==> src/rtl/assembler_sequencer.sv <==
// Two-pass assembler sequencer: streams line-organised text from BRAM into the
// assembler core, once for label collection and once for encoding, and stores each word.
package assembler_pkg;
  typedef enum logic [1:0] {
    IDLE                = 2'd0,
    PC_MAPPING          = 2'd1,
    INSTRUCTION_MAPPING = 2'd2
  } assembler_state_t;
endpackage

module assembler_sequencer
  import assembler_pkg::*;
#(
  parameter int CHAR_PER_LINE = 64,
  parameter int NUMBER_LINES  = 256,
  parameter int BRAM_LATENCY  = 2,
  parameter int CHAR_GAP      = 2,
  parameter int DONE_TIMEOUT  = 16
) (
  input  logic                                             clk_in,
  input  logic                                             rst_in,
  input  logic                                             start,
  input  logic [$clog2(NUMBER_LINES):0]                    num_lines,
  output logic [$clog2(NUMBER_LINES*CHAR_PER_LINE)-1:0]    text_addr,
  input  logic [7:0]                                       text_data,
  output logic                                             new_line,
  output logic                                             new_character,
  output logic [$clog2(NUMBER_LINES)-1:0]                  line_count,
  output logic [$clog2(CHAR_PER_LINE)-1:0]                 char_count,
  output logic [7:0]                                       incoming_character,
  output assembler_state_t                                 assembler_state,
  input  logic                                             core_done,
  input  logic                                             core_error,
  input  logic [31:0]                                      core_instruction,
  output logic                                             imem_we,
  output logic [$clog2(NUMBER_LINES)-1:0]                  imem_addr,
  output logic [31:0]                                      imem_data,
  output logic                                             busy,
  output logic                                             done,
  output logic                                             error,
  output logic [$clog2(NUMBER_LINES)-1:0]                  error_line
);
  localparam int LW   = $clog2(NUMBER_LINES);
  localparam int NW   = LW + 1;
  localparam int AW   = $clog2(NUMBER_LINES * CHAR_PER_LINE);
  localparam int CW   = $clog2(CHAR_PER_LINE);
  localparam int T1   = (DONE_TIMEOUT > BRAM_LATENCY) ? DONE_TIMEOUT : BRAM_LATENCY;
  localparam int TMAX = (T1 > CHAR_GAP) ? T1 : CHAR_GAP;
  localparam int TW   = $clog2(TMAX + 1);

  typedef enum logic [3:0] {
    S_IDLE, S_LINE_START, S_FETCH, S_WAIT_RD, S_EMIT, S_GAP, S_LINE_END,
    S_WAIT_DONE, S_WRITE, S_PASS_SWITCH, S_FINISH, S_FAIL
  } state_t;

  state_t           state_q;
  logic             pass2_q;
  logic [LW-1:0]    line_q;
  logic [CW-1:0]    char_q;
  logic [CW-1:0]    char_cnt_q;
  logic [TW-1:0]    wait_q;
  logic [NW-1:0]    num_lines_q;
  logic [LW-1:0]    inst_ptr_q;
  logic             full_q;
  logic [31:0]      inst_q;
  logic             new_line_q;
  logic             new_char_q;
  logic [7:0]       inc_char_q;
  assembler_state_t asm_q;
  logic             imem_we_q;
  logic [LW-1:0]    imem_addr_q;
  logic [31:0]      imem_data_q;
  logic             busy_q;
  logic             done_q;
  logic             error_q;
  logic [LW-1:0]    error_line_q;

  logic             last_line_d;
  logic [LW-1:0]    adv_line_d;
  state_t           adv_state_d;
  logic             term_d;

  always_comb begin
    last_line_d = (({1'b0, line_q} + 1'b1) == num_lines_q);
    adv_line_d  = last_line_d ? line_q : line_q + 1'b1;
    adv_state_d = last_line_d ? (pass2_q ? S_FINISH : S_PASS_SWITCH) : S_LINE_START;
    term_d      = (text_data == 8'h0A) || (text_data == 8'h00) ||
                  (char_q == CW'(CHAR_PER_LINE - 1));
  end

  always_ff @(posedge clk_in) begin
    if (!rst_in) begin
      state_q      <= S_IDLE;
      pass2_q      <= 1'b0;
      line_q       <= '0;
      char_q       <= '0;
      char_cnt_q   <= '0;
      wait_q       <= '0;
      num_lines_q  <= '0;
      inst_ptr_q   <= '0;
      full_q       <= 1'b0;
      inst_q       <= '0;
      new_line_q   <= 1'b0;
      new_char_q   <= 1'b0;
      inc_char_q   <= '0;
      asm_q        <= IDLE;
      imem_we_q    <= 1'b0;
      imem_addr_q  <= '0;
      imem_data_q  <= '0;
      busy_q       <= 1'b0;
      done_q       <= 1'b0;
      error_q      <= 1'b0;
      error_line_q <= '0;
    end else begin
      new_line_q <= 1'b0;
      new_char_q <= 1'b0;
      imem_we_q  <= 1'b0;
      case (state_q)
        S_IDLE: begin
          if (start) begin
            if (num_lines != '0) begin
              done_q       <= 1'b0;
              error_q      <= 1'b0;
              error_line_q <= '0;
              busy_q       <= 1'b1;
              pass2_q      <= 1'b0;
              asm_q        <= PC_MAPPING;
              line_q       <= '0;
              inst_ptr_q   <= '0;
              full_q       <= 1'b0;
              num_lines_q  <= num_lines;
              state_q      <= S_LINE_START;
            end else begin
              done_q  <= 1'b1;
              error_q <= 1'b0;
            end
          end
        end
        S_LINE_START: begin
          new_line_q <= 1'b1;
          char_q     <= '0;
          state_q    <= S_FETCH;
        end
        S_FETCH: begin
          wait_q  <= TW'(BRAM_LATENCY - 1);
          state_q <= S_WAIT_RD;
        end
        S_WAIT_RD: begin
          if (wait_q == '0) state_q <= S_EMIT;
          else              wait_q  <= wait_q - 1'b1;
        end
        S_EMIT: begin
          new_char_q <= 1'b1;
          char_cnt_q <= char_q;
          // NUL and unterminated full lines are both handed to the core as a newline
          if (term_d) begin
            inc_char_q <= 8'h0A;
            state_q    <= S_LINE_END;
          end else begin
            inc_char_q <= text_data;
            char_q     <= char_q + 1'b1;
            wait_q     <= TW'(CHAR_GAP - 1);
            state_q    <= S_GAP;
          end
        end
        S_GAP: begin
          if (wait_q == '0) state_q <= S_FETCH;
          else              wait_q  <= wait_q - 1'b1;
        end
        S_LINE_END: begin
          if (pass2_q) begin
            wait_q  <= TW'(DONE_TIMEOUT - 1);
            state_q <= S_WAIT_DONE;
          end else begin
            line_q  <= adv_line_d;
            state_q <= adv_state_d;
          end
        end
        S_WAIT_DONE: begin
          if (core_done) begin
            inst_q  <= core_instruction;
            state_q <= S_WRITE;
          end else if (wait_q == '0) begin
            line_q  <= adv_line_d;
            state_q <= adv_state_d;
          end else begin
            wait_q <= wait_q - 1'b1;
          end
        end
        S_WRITE: begin
          if (full_q) begin
            error_q      <= 1'b1;
            error_line_q <= line_q;
            busy_q       <= 1'b0;
            asm_q        <= IDLE;
            state_q      <= S_FAIL;
          end else begin
            imem_we_q   <= 1'b1;
            imem_addr_q <= inst_ptr_q;
            imem_data_q <= inst_q;
            if (inst_ptr_q == LW'(NUMBER_LINES - 1)) full_q     <= 1'b1;
            else                                     inst_ptr_q <= inst_ptr_q + 1'b1;
            line_q  <= adv_line_d;
            state_q <= adv_state_d;
          end
        end
        S_PASS_SWITCH: begin
          // asm_q sat at IDLE for this one cycle so the core clears its PC counters
          asm_q      <= INSTRUCTION_MAPPING;
          pass2_q    <= 1'b1;
          line_q     <= '0;
          inst_ptr_q <= '0;
          full_q     <= 1'b0;
          state_q    <= S_LINE_START;
        end
        S_FINISH: begin
          done_q  <= 1'b1;
          busy_q  <= 1'b0;
          asm_q   <= IDLE;
          state_q <= S_IDLE;
        end
        S_FAIL: begin
          busy_q  <= 1'b0;
          asm_q   <= IDLE;
          state_q <= S_IDLE;
        end
        default: state_q <= S_IDLE;
      endcase

      if (state_q == S_LINE_END && !pass2_q && last_line_d) asm_q <= IDLE;

      // core error overrides any same-cycle done or pending write
      if (busy_q && core_error && state_q != S_FINISH && state_q != S_FAIL) begin
        error_q      <= 1'b1;
        error_line_q <= line_q;
        busy_q       <= 1'b0;
        asm_q        <= IDLE;
        imem_we_q    <= 1'b0;
        state_q      <= S_FAIL;
      end
    end
  end

  assign text_addr          = AW'(int'(line_q) * CHAR_PER_LINE + int'(char_q));
  assign new_line           = new_line_q;
  assign new_character      = new_char_q;
  assign line_count         = line_q;
  assign char_count         = char_cnt_q;
  assign incoming_character = inc_char_q;
  assign assembler_state    = asm_q;
  assign imem_we            = imem_we_q;
  assign imem_addr          = imem_addr_q;
  assign imem_data          = imem_data_q;
  assign busy               = busy_q;
  assign done               = done_q;
  assign error              = error_q;
  assign error_line         = error_line_q;
endmodule

==> config.mk <==
export PLATFORM = sky130hd
export DESIGN_NAME = assembler_sequencer
export DESIGN_NICKNAME = d
export VERILOG_FILES = /design/src/rtl/assembler_sequencer.sv
export SDC_FILE = /design/constraint.sdc
export NUM_CORES = 1
export LEC_CHECK = 0
export ABC_AREA = 1
export CAP_MARGIN = 10
export CELL_PAD_IN_SITES_DETAIL_PLACEMENT = 1
export CELL_PAD_IN_SITES_GLOBAL_PLACEMENT = 2
export CORE_MARGIN = 3
export CORE_UTILIZATION = 27
export CTS_CLUSTER_SIZE = 12
export DETAILED_ROUTE_END_ITERATION = 16
export GPL_TIMING_DRIVEN = 0
export PLACE_DENSITY_LB_ADDON = 0.2
export SETUP_SLACK_MARGIN = 0.5
export SLEW_MARGIN = 25
export SYNTH_ARGS = -nofsm -noshare
export SYNTH_HDL_FRONTEND = slang
export SYNTH_SLANG_ARGS = --single-unit
==> constraint.sdc <==
create_clock -name clk_in -period 2.3 [get_ports clk_in]
set_clock_uncertainty 0.1 [all_clocks]
set_input_delay 0.23 -clock clk_in [delete_from_list [all_inputs] [get_ports clk_in]]
set_output_delay 0.23 -clock clk_in [all_outputs]
set_load 0.05 [all_outputs]
==> results, run 1 <==
- The run finished with clean final reports.
- Counting both buffers and inverters, the worst setup path holds a total of 2.
- The worst setup path is of the register to register kind.
- The die is around 160 um tall.
- At the pin with the least slew margin, the transition time is ~0.85 ns.
- The number of nets in the synthesized netlist is roughly 900.
- The via count of the first global-routing pass came to 6435.
- The antenna cell count is 0.
- The worst pin sits at a relative slew slack of between 40% and 50%.
- The share of the yosys chip area belonging to registers is around 47%.
- The endpoint class of the critical path is a register.
- The clock slew at the register clock pins of the worst setup and hold paths is 0.07 ns.
- The initialized floorplan defines 54 standard-cell rows.
- Static timing analysis puts the maximum clock frequency at 0.4926 GHz.
- The wire length reported by the detailed router is roughly 22 mm.
- The post-route netlist has between 20% and 30% of its cells at a drive strength greater than 1.
- The top-level I/O count is about 150.
- The layout-stage area growth over the synthesis result is 59.67%.
- The main flop type after synthesis is dfxtp_1.
- The via total after detailed routing is around 6400.
- The half-perimeter wire length after detailed placement is 15.12 mm.
- The final layout net count is around 1100.
- The floorplan die area is between 20000 and 25000 um2.
- The endpoint arrival time on the critical path is ~2.3 ns.
- The total standard cell area after synthesis is 6158 um2.
- The number of failing hold endpoints at the final stage is 0.
- In this run, the number of DRC markers left after iteration 0 of detailed routing was between 200 and 250.
- After layout, the minimum clock period comes to approximately 2.0 ns.
- Across the VDD grid, the largest voltage drop is 0.4505 mV.
- The tool flagged a number of max-cap violations equal to 0.
- After synthesis the netlist holds a flip-flop and latch count of about 140.
- The core area is 22090 um2.
- Global routing consumed, over all layers together, between 10% and 20% of the routing resources.
- The leakage component of the power is ~4.5 nW.
- The largest buffer count on any clock path is 2.
- The vias per cell is around 4.6.
- The cell repeated most along the worst path is nand3_2.
- Setup repair after global routing could not meet its margin everywhere.
- The count of input and output buffers is ~150.
- The number of remaining DRC errors is 0.
- The root buffer cell is clkbuf_16.
- Global routing finished with a remaining overflow of 0.
- The placer congestion estimate is ~0.84.
- The type of origin of the critical path is a register.
- At the later pin of the worst-skew pair, clock insertion delay measures 0.43 ns.
- In this design, the stage delay of the slowest critical-path cell is 0.39 ns.
- The TritonCTS clock tree is built.
- Along the worst path, the maximum fanout reaches 7.
- The power density over the cells is about 1100 nW/um2.
- Counting every sink on the clock net gives ~140.
- The clock buffer count from CTS is 17.
- The final number of max-transition violations came to 0.
- After clock tree synthesis, the flow added hold-fix buffers numbering 0.
- Entering global routing, the biggest net connects 17 pins.
- The final worst-path cycle share is between 80% and 90%.
- The number of H-tree levels is 4.
- The average detailed-routed wire length per instance is about 16 um.
- The initial antenna violation count is 0.
- The cell taking the most area after synthesis is dfxtp_1.
- For this configuration, the core starts out at a cell density of 27.87%.
- The share of the core filled with cells in the final layout is 44.51%.
- The count of mapped cells out of synthesis is around 860.
- The first-pass iteration count of the detailed router is 4.
- The count of unique library cells instantiated by Yosys is 40.
- The overall die width is between 150 and 200 um.
- The number of flops mapped to enable cells by yosys is 0.
- By area the synthesized netlist is led by dfxtp_1, nor2_1, o21ai_0, nand2_1, a21oi_1.
- The first global-routing pass estimated between 30 and 40 mm of wire.
- The number of setup violations in the final report is 0.
- The signal on the critical path passes through ha_4 > buf_6 > nand3_2 > nand2_2 > a21oi_2 > nor2_1 > nand2_1 > nor2_4 > nand3_2 > nand2_4 > buf_8 > o21ai_2 > a21oi_1.
- The worst endpoint required time is ~2.6 ns.
- The smallest hold slack is between 0.2 and 0.3 ns.
- Counting flops with an async set or reset pin after synthesis yields a share of 0%.
- The cell family contributing the most delay on the critical path is simple AND/OR/NAND/NOR gates.
- A synthesized cell averages 7.203 um2.
- For this design, the slowest cell found on the critical path is dfxtp_4.
- The residual antenna-violating net count after detailed routing is 0.
- The top cell type by area accounts for 46.81% of the synthesized area.
- During synthesis, Yosys emitted a total of 0 warnings.
- The worst hold path belongs to the class primary input to register.
[cell usage after synthesis (2+ instances only)]
cell type,instances
nand2_1,100
nor2_4,6
o221ai_1,2
buf_1,2
o21ai_0,109
a31oi_1,3
nor2_1,215
clkbuf_1,27
a21oi_1,61
buf_2,2
nand2_4,4
ha_1,4
buf_6,2
o21ai_2,2
nand3_2,3
inv_1,65
inv_2,8
o21ai_1,5
buf_4,8
dfxtp_1,144
nor2_2,7
o21bai_1,2
nand3_1,37
nand2_2,8
xnor2_1,5
nor3_1,4
a211oi_1,2
nand4_1,6
[layout by cell type, fill, tap and decap left out, drive strengths merged, types with 2 or more instances in the layout]
| master | count |
|---|---|
| a211oi | 2 |
| a21oi | 62 |
| a31oi | 3 |
| buf | 88 |
| clkbuf | 40 |
| clkdlybuf4s15 | 8 |
| clkdlybuf4s50 | 53 |
| clkinv | 3 |
| clkinvlp | 2 |
| dfxtp | 144 |
| dlygate4sd2 | 83 |
| ha | 4 |
| inv | 83 |
| nand2 | 113 |
| nand3 | 40 |
| nand4 | 6 |
| nor2 | 228 |
| nor3 | 4 |
| o21ai | 116 |
| o21bai | 2 |
| o221ai | 2 |
| xnor2 | 5 |
[path summary, 6_finish.rpt]
path	startpoint	to	slack, ns	depth (start not counted)
hold / removal	core_instruction[27]	inst_q[27]	0.28	3
setup / recovery	line_count[0]	line_count[6]	0.27	13
setup reg to reg	line_count[0]	line_count[6]	0.27	13
hold reg to reg	wait_q[0]	wait_q[0]	0.33	1
[cell type report]
type | count | area, um2
Buffer | 41 | 297.8
Multi-Input combinational cell | 597 | 3395
Inverter | 74 | 304.0
Sequential cell | 144 | 2935
Clock inverter | 14 | 132.6
Tap cell | 280 | 350.3
Timing Repair Buffer | 213 | 1979
Clock buffer | 18 | 439.2
Fill cell | 2696 | 12260
[layer usage]
layer  up-vias  global-route usage (%)  wire, um
li1       3238                       -         -
met5         -                       0         0
met3        18                   3.629      1002
met4         0                   4.959       316
met2       119                   29.42     10760
met1      3044                   22.95     10190
[power by group]
group          switching, mW  internal (mW)  total (mW)
Sequential             0.343           2.90        3.24
Clock                   1.26           1.47        2.73
Combinational           3.20           2.05        5.25
[tightest hold or removal path, stage by stage]
cell	delay, ns
clkdlybuf4s50_1	0.40
nor2_1	0.10
nor2_1	0.05
[sequential cells by signal, summed over array words and instances, names as in the netlist]
signal              count
inst_ptr_q              8
busy                    1
state_q                 4
full_q                  1
new_line                1
incoming_character      8
error                   1
imem_data              32
imem_addr               8
assembler_state         2
error_line              8
imem_we                 1
char_count              6
done                    1
new_character           1
pass2_q                 1
wait_q                  5
inst_q                 32
line_count              8
char_q                  6
num_lines_q             9
[repair_timing]
item	4_1_cts	5_1_grt
endpoints found under the setup margin	228	112
pin swaps	33	47
buffers inserted	32	34
gates resized for setup	211	173
cloned	2	1
[stage by stage]
step / power, mW / TNS, ns / cell area [um2] / cells / setup slack (ns)
floorplan: 5.798 / 0 / 6202 / 855 / 0.4317
global placement: 7.022 / -1.642 / 8004 / 1280 / -0.2177
detailed placement: 7.053 / -1.564 / 8004 / 1280 / -0.2050
CTS: 10.39 / 0 / 9036 / 1346 / 0.2783
global route: 11.91 / 0 / 9833 / 1381 / 0.1587
finish: 11.22 / 0 / 9833 / 1381 / 0.2701
[kinds of logic after synthesis]
kind of cell	share of synthesized area, %
simple gates	27.53
compound gates	16.21
flops	46.81
buf+inv	7.781
xor+xnor	0.8533
fa+ha+maj	0.8127
Note: power is estimated with default switching activity, not from simulation.
==> run 2, diff against run 1 <==
SKIP_LAST_GASP = 1   (was not set)
TNS_END_PERCENT = 100   (was not set)
==> results of run 2 <==
The final DEF is identical to that of run 1; final timing and power are the same.
==> run 3, diff against run 2 <==
CORE_MARGIN = 4   (was 3)
==> run 3 against run 2 <==
Effect of this change:
- setup slack lost 0.0079 ns
- total power down 0.93%
- sequential share of layout area shrank 0.19 points
- design area is 0.64% higher
- critical endpoint unchanged
- highest routed layer unchanged
==> results, run 3 (synthesis gave the netlist of run 1 again) <==
- Result of the run: finished clean (unchanged).
- The number of cells on the worst hold path came to 3 (unchanged).
- The maximum clock rate is 0.4907 GHz (was 0.4926 GHz).
- The TritonCTS clock tree is built (unchanged).
- The critical register-to-register path startpoint is line_count[1] (was line_count[0]).
- The total non-filler cell area in the finished layout is 9896 um2 (was 9833 um2).
- The final critical-path setup slack is 0.2622 ns (was 0.2701 ns).
- The final number of max-transition violations is 0 (unchanged).
- The destination of the worst register-to-register timing path is line_count[6] (unchanged).
- The number of H-tree levels was 4 (unchanged).
- The global-route wire length before repair is 35.07 mm (was 34.40 mm).
- The residual antenna-violating net count after detailed routing is 0 (unchanged).
- The via count of the first global-routing pass is 6462 (was 6435).
- The number of design-rule violations left by the first detailed-router iteration is 191 (was 241).
- The aggregate global routing overflow came to 0 (unchanged).
- The depth of the worst register-to-register path is 14 (was 13).
- The cell row count is 54 (unchanged).
- The measured slew at the worst slew-check pin is 0.8052 ns (was 0.8474 ns).
- The clock slew at the register clock pins of the worst setup and hold paths is 0.07 ns (about the same).
- The start point of the worst min-delay path was core_instruction[10] (was core_instruction[27]).
- The share of the core filled with cells in the final layout is 44.65% (was 44.51%).
- The clock sink count is 144 (unchanged).
- The count of maximum capacitance violations came to 0 (unchanged).
- The overall die width is 159.0 um (was 157.0 um).
- The largest fanout of any net on the critical path was 7 (unchanged).
- The worst hold path class is primary input to register (unchanged).
- The average detailed-routed wire length per instance is 16.21 um (was 16.13 um).
- The headroom to the max-slew limit came to 46.32% (was 43.51%).
- The antenna cell count is 0 (unchanged).
- The floorplan die height is 159.0 um (was 157.0 um).
- The root buffer cell is clkbuf_16 (unchanged).
- The number of remaining DRC errors is 0 (unchanged).
- Setup repair after global routing missed its margin: yes (unchanged).
- The final worst-path cycle share is 88.60% (was 88.25%).
- The cell count after placement was 1280 (unchanged).
- The first-pass iteration count of the detailed router is 4 (unchanged).
- The most common cell after layout, fill and taps aside is nor2_1 (unchanged).
- The core area is 22160 um2 (was 22090 um2).
- The count of input and output buffers is 145 (unchanged).
- The worst slack at placement is -0.2141 ns (was -0.2050 ns).
- The critical path class is register to register (unchanged).
- The number of failing hold endpoints at the final stage is 0 (unchanged).
- The vias per cell is 4.632 (was 4.648).
- The post-route minimum period is 2.038 ns (was 2.030 ns).
- The clock buffer count from CTS came to 17 (unchanged).
- The initial antenna violation count is 0 (unchanged).
- The via total after detailed routing is 6411 (was 6419).
- The leakage component of the power was 4.549 nW (was 4.528 nW).
- The top-level I/O count is 146 (unchanged).
- The floorplan die area was 25290 um2 (was 24660 um2).
- The type of origin of the critical path is a register (unchanged).
- The worst setup path startpoint is line_count[1] (was line_count[0]).
- The minimum setup slack among reg-to-reg paths is 0.26 ns (was 0.27 ns).
- The largest buffer count on any clock path is 2 (unchanged).
- The worst endpoint required time is 2.56 ns (about the same).
- The half-perimeter wire length after detailed placement is 15.21 mm (was 15.12 mm).
- The endpoint class of the critical path is a register (unchanged).
- The final non-filler cell total came to 1384 (was 1381).
- Highest-count cells in the layout ignoring fill and taps: nor2_1, dfxtp_1, o21ai_0, dlygate4sd2_1, nand2_1 (unchanged).
- The number of setup violations in the final report is 0 (unchanged).
- The critical path capture point is line_count[6] (unchanged).
- The placed standard-cell area is 8004 um2 (unchanged).
- The layout-stage area growth over the synthesis result is 60.69% (was 59.67%).
- The total global-route track usage is 16.99% (was 17.56%).
- The aggregate negative setup slack came to 0 ns (unchanged).
- The placer congestion estimate is 0.8090 (was 0.8374).
- The maximum ir drop on the vdd rail is 0.4857 mV (was 0.4505 mV).
- The smallest hold slack came to 0.2794 ns (was 0.2829 ns).
- The power density over the cells is 1124 nW/um2 (was 1141 nW/um2).
- The endpoint arrival time on the critical path is 2.29 ns (about the same).
- The largest net degree at the start of global routing is 17 (unchanged).
- The wire length reported by the detailed router is 22.44 mm (was 22.27 mm).
- The starting utilization of the core area is 27.79% (was 27.87%).
- The fraction of final layout cells with drive strength greater than 1 is 29.08% (was 27.88%).
- The final layout net count is 1149 (was 1146).
- The clock latency of the later-clocked register in the worst-skew pair is 0.43 ns (about the same).
- The total chip power is 11.12 mW (was 11.22 mW).
run 3: cell types whose count changed in the layout (fill, tap and decap cells not counted), sizes merged:
cell	change
clkdlybuf4s15	+1
dlygate4sd2	-2
buf	+4
clkinvlp	+1
clkinv	+1
inv	-2
run 3: layer usage:
layer	global-route usage (%)	wire (um)	vias up
met5	0	0	-
met4	4.379	209	0
met3	3.961	814	20
met2	27.96	10990	111
met1	22.55	10420	3042
li1	-	-	3238
run 3: layout make-up:
| cell class | count | area (um2) |
|---|---|---|
| flip-flops and latches | 144 | 2935 |
| inverters | 74 | 307.8 |
| fillers | 2707 | 12270 |
| plain buffers | 41 | 302.8 |
| clock buffers | 18 | 429.2 |
| repair buffers | 216 | 2046 |
| multi-input cells | 597 | 3402 |
| clock inverters | 14 | 122.6 |
| well taps | 280 | 350.3 |
run 3: report_power, final:
group	total, mW	internal [mW]	switching, mW
logic	5.22	2.03	3.19
clock network	2.66	1.42	1.24
registers	3.24	2.90	0.340
total	11.1	6.35	4.77
run 3: worst min-delay path by stage:
| stage | end | slack (ns) |
|---|---|---|
| floorplan | inst_q[10] | 0.26 |
| global placement | wait_q[0] | 0.31 |
| detailed placement | wait_q[0] | 0.32 |
| CTS | inst_q[6] | 0.26 |
| global route | inst_q[10] | 0.27 |
| finish | inst_q[10] | 0.28 |
run 3: critical path, stage by stage, from the launching register on:
cell     delay [ns]
dfxtp_4        0.39
ha_4           0.19
nand2_8        0.08
inv_1          0.07
nand2_2        0.06
nand3_1        0.09
nand2_1        0.05
nor2_1         0.08
nand2_1        0.09
nor2_4         0.17
nand3_2        0.12
nand2_4        0.14
buf_6          0.15
o21ai_2        0.05
a21oi_1        0.14
run 3: repair_timing:
item | in CTS | in global routing
resized for setup | 211 | 197
pin swaps | 26 | 60
buffers inserted | 36 | 31
gates cloned | 2 | 3
hold buffers | 0 | 0
setup endpoints to repair | 229 | 116
endpoints found under the hold margin | 0 | 0
==> edit 1: new RTL, flow settings as in run 2 <==
Reset style: asynchronous (`rst_in`), changed in one clocked block.
--- a/src/rtl/assembler_sequencer.sv
+++ b/src/rtl/assembler_sequencer.sv
@@ -88,7 +88,7 @@
                   (char_q == CW'(CHAR_PER_LINE - 1));
   end
 
-  always_ff @(posedge clk_in) begin
+  always_ff @(posedge clk_in or negedge rst_in) begin
     if (!rst_in) begin
       state_q      <= S_IDLE;
       pass2_q      <= 1'b0;
Function: differs if rst_in is asserted again (counterexample within 4 cycles, from zero or initial values and one cycle with rst_in low); with rst_in held inactive, the same outputs for 10 cycles.
==> edit 1 against run 2 <==
Worst setup slack got worse by 0.043 ns; area after synthesis up 7.9%; routed wire length shrank 8.9%; via count down 10%; cell area increased by 1.4%; hold slack worse by 0.052 ns; global-route usage decreased by 2.7 points; sequential cell count unchanged; power grew 17%; sequential power is 21% higher; fmax down 2.1%; critical path type unchanged.
==> edit 1: results (changes against run 2) <==
| Metric | Value |
|---|---|
| Pin count of the biggest net entering global routing | 74 (+57) |
| Layout cells sized above 1 | 26.9% (-1.0 points) |
| Via count | 5746 (-10%) |
| Mapped Avg Cell Area | 8.92 um2 (+24%) |
| GPL Wtd Cong | 0.791 (-5.5%) |
| Worst rel slew slack | 60.5% (+17 points) |
| Hold Crit Start | core_instruction[19] |
| Hold Path Class | primary input to flop |
| GR met1 Demand/Resource | 17.7% (-5.2 points) |
| Pre-antenna DRT Iters | 4 (unchanged) |
| Met2 usage | 24.6% (-4.8 points) |
| Htree depth | 4 (unchanged) |
| Worst-path clk slew | 0.07 ns (about the same) |
| Final worst-path cycle share | 90.1% (+1.9 points) |
| Filler cell count in the final layout | 2779 (+3.1%) |
| Max clock buf depth | 2 (unchanged) |
| First-pass GRT wire length | 31.1 mm (-9.5%) |
| Switching power | 5920 uW (+23%) |
| Clock Root Buffer | clkbuf_16 |
| Nets@finish | 1024 (-11%) |
| R2r setup slk | 0.23 ns (-0.04 ns) |
| Routed len/inst | 15.6 um (-3.0%) |
| Outcome | finished, final reports clean |
| Setup crit end | line_count[7]$_DFFE_PN0P_ |
| Placed Cells | 1210 (-5.5%) |
| Maximum vdd ir drop | 0.686 mV (+52%) |
| Critical path launch point | line_count[0]$_DFFE_PN0P_ |
| Total track usage | 14.8% (-2.7 points) |
| Hold Crit Endpoint | inst_q[19]$_DFFE_PN0P_ |
| WL final | 20.3 mm (-8.9%) |
| Synth warn | 0 (unchanged) |
| Sequential fraction of the synthesis area | 54.2% (+7.4 points) |
| M3 GR Usage | 6.03% (+2.4 points) |
| Diodes inserted | 0 (unchanged) |
| R2r worst-path depth | 13 (unchanged) |
| Placed inst area | 0.00857 mm2 (+7.1%) |
| CP Max Fanout | 8 (+1) |
| Setup Slack @ Placement | 0.123 ns (+0.328 ns) |
| Ys async rst share | 100% (+100 points) |
| Post-Syn Nets | 803 (-12%) |
| Hold Path Stages | 3 (unchanged) |
| Synth top area cells | dfrtp_1 54%, nand2_1 13%, inv_1 4.1% |
| HPWL after detailed placement | 13.7 mm (-9.5%) |
| 1st-iter DRT viols | 164 (-32%) |
| Static Leak | 0.00508 uW (+12%) |
| Top cells by count, synth | 232 x nand2_1, 144 x dfrtp_1, 73 x inv_1 |
| Initial antenna violation count | 1 (+1) |
| Distinct cells, synth | 39 (-2.5%) |
| Vias in the first global route | 6042 (-6.1%) |
| Worst Path Arrival | 2.33 ns (+0.04 ns) |
==> edit 1: cell types whose count changed after synthesis, sizes merged, moves of 4 or more <==
cell	before	now
dfxtp	144	0
dfrtp	0	144
clkbuf	27	6
xnor2	5	1
inv	73	82
o21ai	116	46
a22o	0	6
nor2	228	59
buf	14	21
nand4	6	12
nand2	112	242
a21oi	62	25
mux2	0	35
==> edit 1: stage by stage <==
stage	util (%)	hold WS, ns
2_1_floorplan	-	-0.166
3_3_place_gp	35.8	0.358
3_5_place_dp	36.0	0.158
4_1_cts	39.6	0.213
5_1_grt	41.9	0.224
6_report	41.9	0.231
==> edit 1: layer usage <==
metal | vias to the layer above | part of all wire [%]
met5 | - | 0.064
met4 | 2 | 1.6
met3 | 22 | 7.2
met2 | 116 | 47
met1 | 2763 | 44
li1 | 2843 | -
==> edit 1: timing repair <==
item                                    4_1_cts  5_1_grt
gates cloned                                  0        3
endpoints found under the setup margin      225      114
endpoints found under the hold margin        71        0
pin swaps                                    13       35
hold buffers                                  1        0
setup buffers                                24       28
resized for setup                           153      124
==> edit 1: critical path, cell delays in order (launching register included) <==
cell	delay, ns
dfrtp_2	0.46
ha_4	0.31
inv_2	0.03
nand2_1	0.04
nand2_1	0.05
nor2_1	0.08
nand3_1	0.10
nor2_1	0.10
nand2_1	0.10
nor2_4	0.14
nand2_4	0.08
o21ai_4	0.27
nand2_1	0.09
nand2_1	0.08
==> edit 1: cells by family after synthesis <==
kind of cell             after synthesis  synth area share [%]
AND/OR/NAND/NOR                      364                  23.9
flip-flops                           144                  54.2
buffers and inverters                109                  7.31
AO/OA/AOI/OAI                         87                  7.59
multiplexers                          35                  5.93
adder cells (fa/ha/maj)                4                 0.753
XOR/XNOR                               2                 0.264
==> edit 1: power groups by stage <==
stage	Clock [uW]	Sequential (uW)	Combinational (uW)
CTS	2980	3920	5630
global placement	0	3960	5510
floorplan	0	5570	2050
global route	3080	4060	6850
detailed placement	0	3970	5550
finish	2880	3920	6350
==> edit 1: cell type report <==
cell class / count / share of cell area (%)
clock buffer: 18 / 4.30
tap: 319 / 4.00
timing repair inverter: 1 / 0.0753
timing repair buffer: 201 / 18.3
multi-input combinational: 492 / 29.8
inverter: 82 / 3.25
sequential: 144 / 36.3
buffer: 27 / 2.32
clock inverter: 14 / 1.73
==> edit 2: new RTL, flow settings as in run 2 <==
Without the edit above. Set the parameter `BRAM_LATENCY` to 1 (it was 2).
--- a/src/rtl/assembler_sequencer.sv
+++ b/src/rtl/assembler_sequencer.sv
@@ -13,7 +13,7 @@
 #(
   parameter int CHAR_PER_LINE = 64,
   parameter int NUMBER_LINES  = 256,
-  parameter int BRAM_LATENCY  = 2,
+  parameter int BRAM_LATENCY  = 1,
   parameter int CHAR_GAP      = 2,
   parameter int DONE_TIMEOUT  = 16
 ) (
Check against the original RTL: not equivalent (Yosys sat finds a counterexample within 10 cycles, from zero or initial values and one cycle with rst_in low).
==> edit 2 against run 2 <==
Area after synthesis fell by 1.1%; power up 11%; worst setup slack lost 0.091 ns; sequential cell count unchanged; first-iteration DRC count increased by 21%; via count rose by 6.0%; routed wire length up 10%; synthesized cell count rose by 0.82%; cell area rose by 4.2%; highest routed layer unchanged.
==> edit 2: results (changes against run 2) <==
| Metric | Value |
|---|---|
| Worst stage delay on the critical path | 0.37 ns (-0.02 ns) |
| Maximum vdd ir drop | 0.517 mV (+15%) |
| Post-CTS Hold Fix Bufs | 0 (unchanged) |
| Total track usage | 18.4% (+0.88 points) |
| Clock Root Buffer | clkbuf_16 |
| Filler cell count in the final layout | 2660 (-1.3%) |
| Worst Path Arrival | 2.38 ns (+0.09 ns) |
| Post-synthesis mux area share | 0% (unchanged) |
| Vias in the first global route | 6692 (+4.0%) |
| Layout cells sized above 1 | 31.7% (+3.8 points) |
| Setup Slack @ Placement | -0.367 ns (-0.162 ns) |
| Nets@finish | 1181 (+3.1%) |
| Outcome | finished, final reports clean |
| Sequential fraction of the synthesis area | 47.3% (+0.50 points) |
| Compound-cell area share of the yosys netlist | 14.8% (-1.4 points) |
| CTS buffer count | 17 (unchanged) |
| First-pass GRT wire length | 35.7 mm (+3.8%) |
| Max clock buf depth | 2 (unchanged) |
| 1st-iter DRT viols | 291 (+21%) |
| Htree depth | 4 (unchanged) |
| Diodes inserted | 0 (unchanged) |
| Synth top area cells | dfxtp_1 47%, nor2_1 13%, nand2_1 8.5% |
| Distinct cells, synth | 36 (-10%) |
| Worst rel slew slack | 43.5% (-0.051 points) |
| Synth Area in XOR/XNOR | 1.29% (+0.44 points) |
| Static Leak | 0.00484 uW (+7.0%) |
| Post-Synth Adder-Cell Area | 0.821% (+0.0087 points) |
| CP Max Fanout | 5 (-2) |
| WL final | 24.6 mm (+10%) |
| Post-DR vias/cell | 4.80 (+3.3%) |
| Top cells by count, synth | 219 x nor2_1, 144 x dfxtp_1, 138 x nand2_1 |
| Pin count of the biggest net entering global routing | 17 (unchanged) |
| HPWL after detailed placement | 15.1 mm (about the same) |
| Post-Syn Nets | 920 (+0.77%) |
| GPL Wtd Cong | 0.850 (+1.5%) |
edit 2: cell count changes in the layout (fill, tap and decap cells not counted), sizes merged, moves of 4 or more:
cell                  run 2  this run
nor2                    228       222
nand3                    40        46
o21ai                   116       102
nor3                      4         8
nand2                   113       141
inv                      83        72
buf                      88       112
clkdlybuf4s15             8         4
a21oi                    62        58
clkbuf                   40        46
edit 2: cell families after synthesis:
logic type,Yosys count
compound gates,171
flops,144
simple gates,426
buf+inv,108
fa+ha+maj,4
xor+xnor,9
edit 2: final cells by class:
class / count / share of cell area, %
multi-input combinational: 611 / 35.1
buffer: 40 / 2.41
clock inverter: 13 / 1.34
tap: 280 / 3.42
sequential: 144 / 28.7
inverter: 68 / 2.88
clock buffer: 19 / 4.53
timing repair buffer: 241 / 21.7
edit 2: final timing paths:
path	cells after the start	endpoint	from	slack, ns
max reg2reg	11	state_q[3]$_SDFFE_PN0P_	line_count[0]$_SDFFE_PN0P_	0.18
max	11	state_q[3]$_SDFFE_PN0P_	line_count[0]$_SDFFE_PN0P_	0.18
min	3	inst_q[15]$_SDFFE_PN0P_	core_instruction[15]	0.28
min reg2reg	2	wait_q[4]$_SDFFE_PN0P_	wait_q[4]$_SDFFE_PN0P_	0.36
edit 2: tightest hold or removal path: stages:
cell and delay [ns]:
clkdlybuf4s50_1 0.40, nor2_1 0.10, nor2_1 0.05
edit 2: routing by layer:
layer,vias to the layer above,part of all wire [%],track usage [%]
li1,3302,-,-
met1,3279,43,23.4
met2,181,49,31.2
met3,39,5.2,4.23
met4,0,2.2,5.84
met5,-,0,0
edit 2: metrics by stage:
stage	total power, uW	std cells	hold WS, ns	cell area [um2]
after detailed placement	7360	1287	0.350	8000
final	12500	1416	0.281	10200
after CTS	11400	1373	0.271	9410
after global routing	13200	1416	0.278	10200
after floorplan	6030	862	0.265	6190
after global placement	7340	1287	0.343	8000
edit 2: where the power goes:
part	leakage [uW]	switching, uW	total, uW	internal [uW]
combinational	0.00337	3860	6340	2480
sequential	0.00118	352	3270	2920
clock	0.000291	1250	2870	1620
edit 2: timing repair:
action                                 CTS  global route
endpoints found under the hold margin    0             0
gates cloned                             3             0
pin swaps                               45            60
gates resized for setup                248           184
buffers inserted                        51            43
setup endpoints to repair              234           135
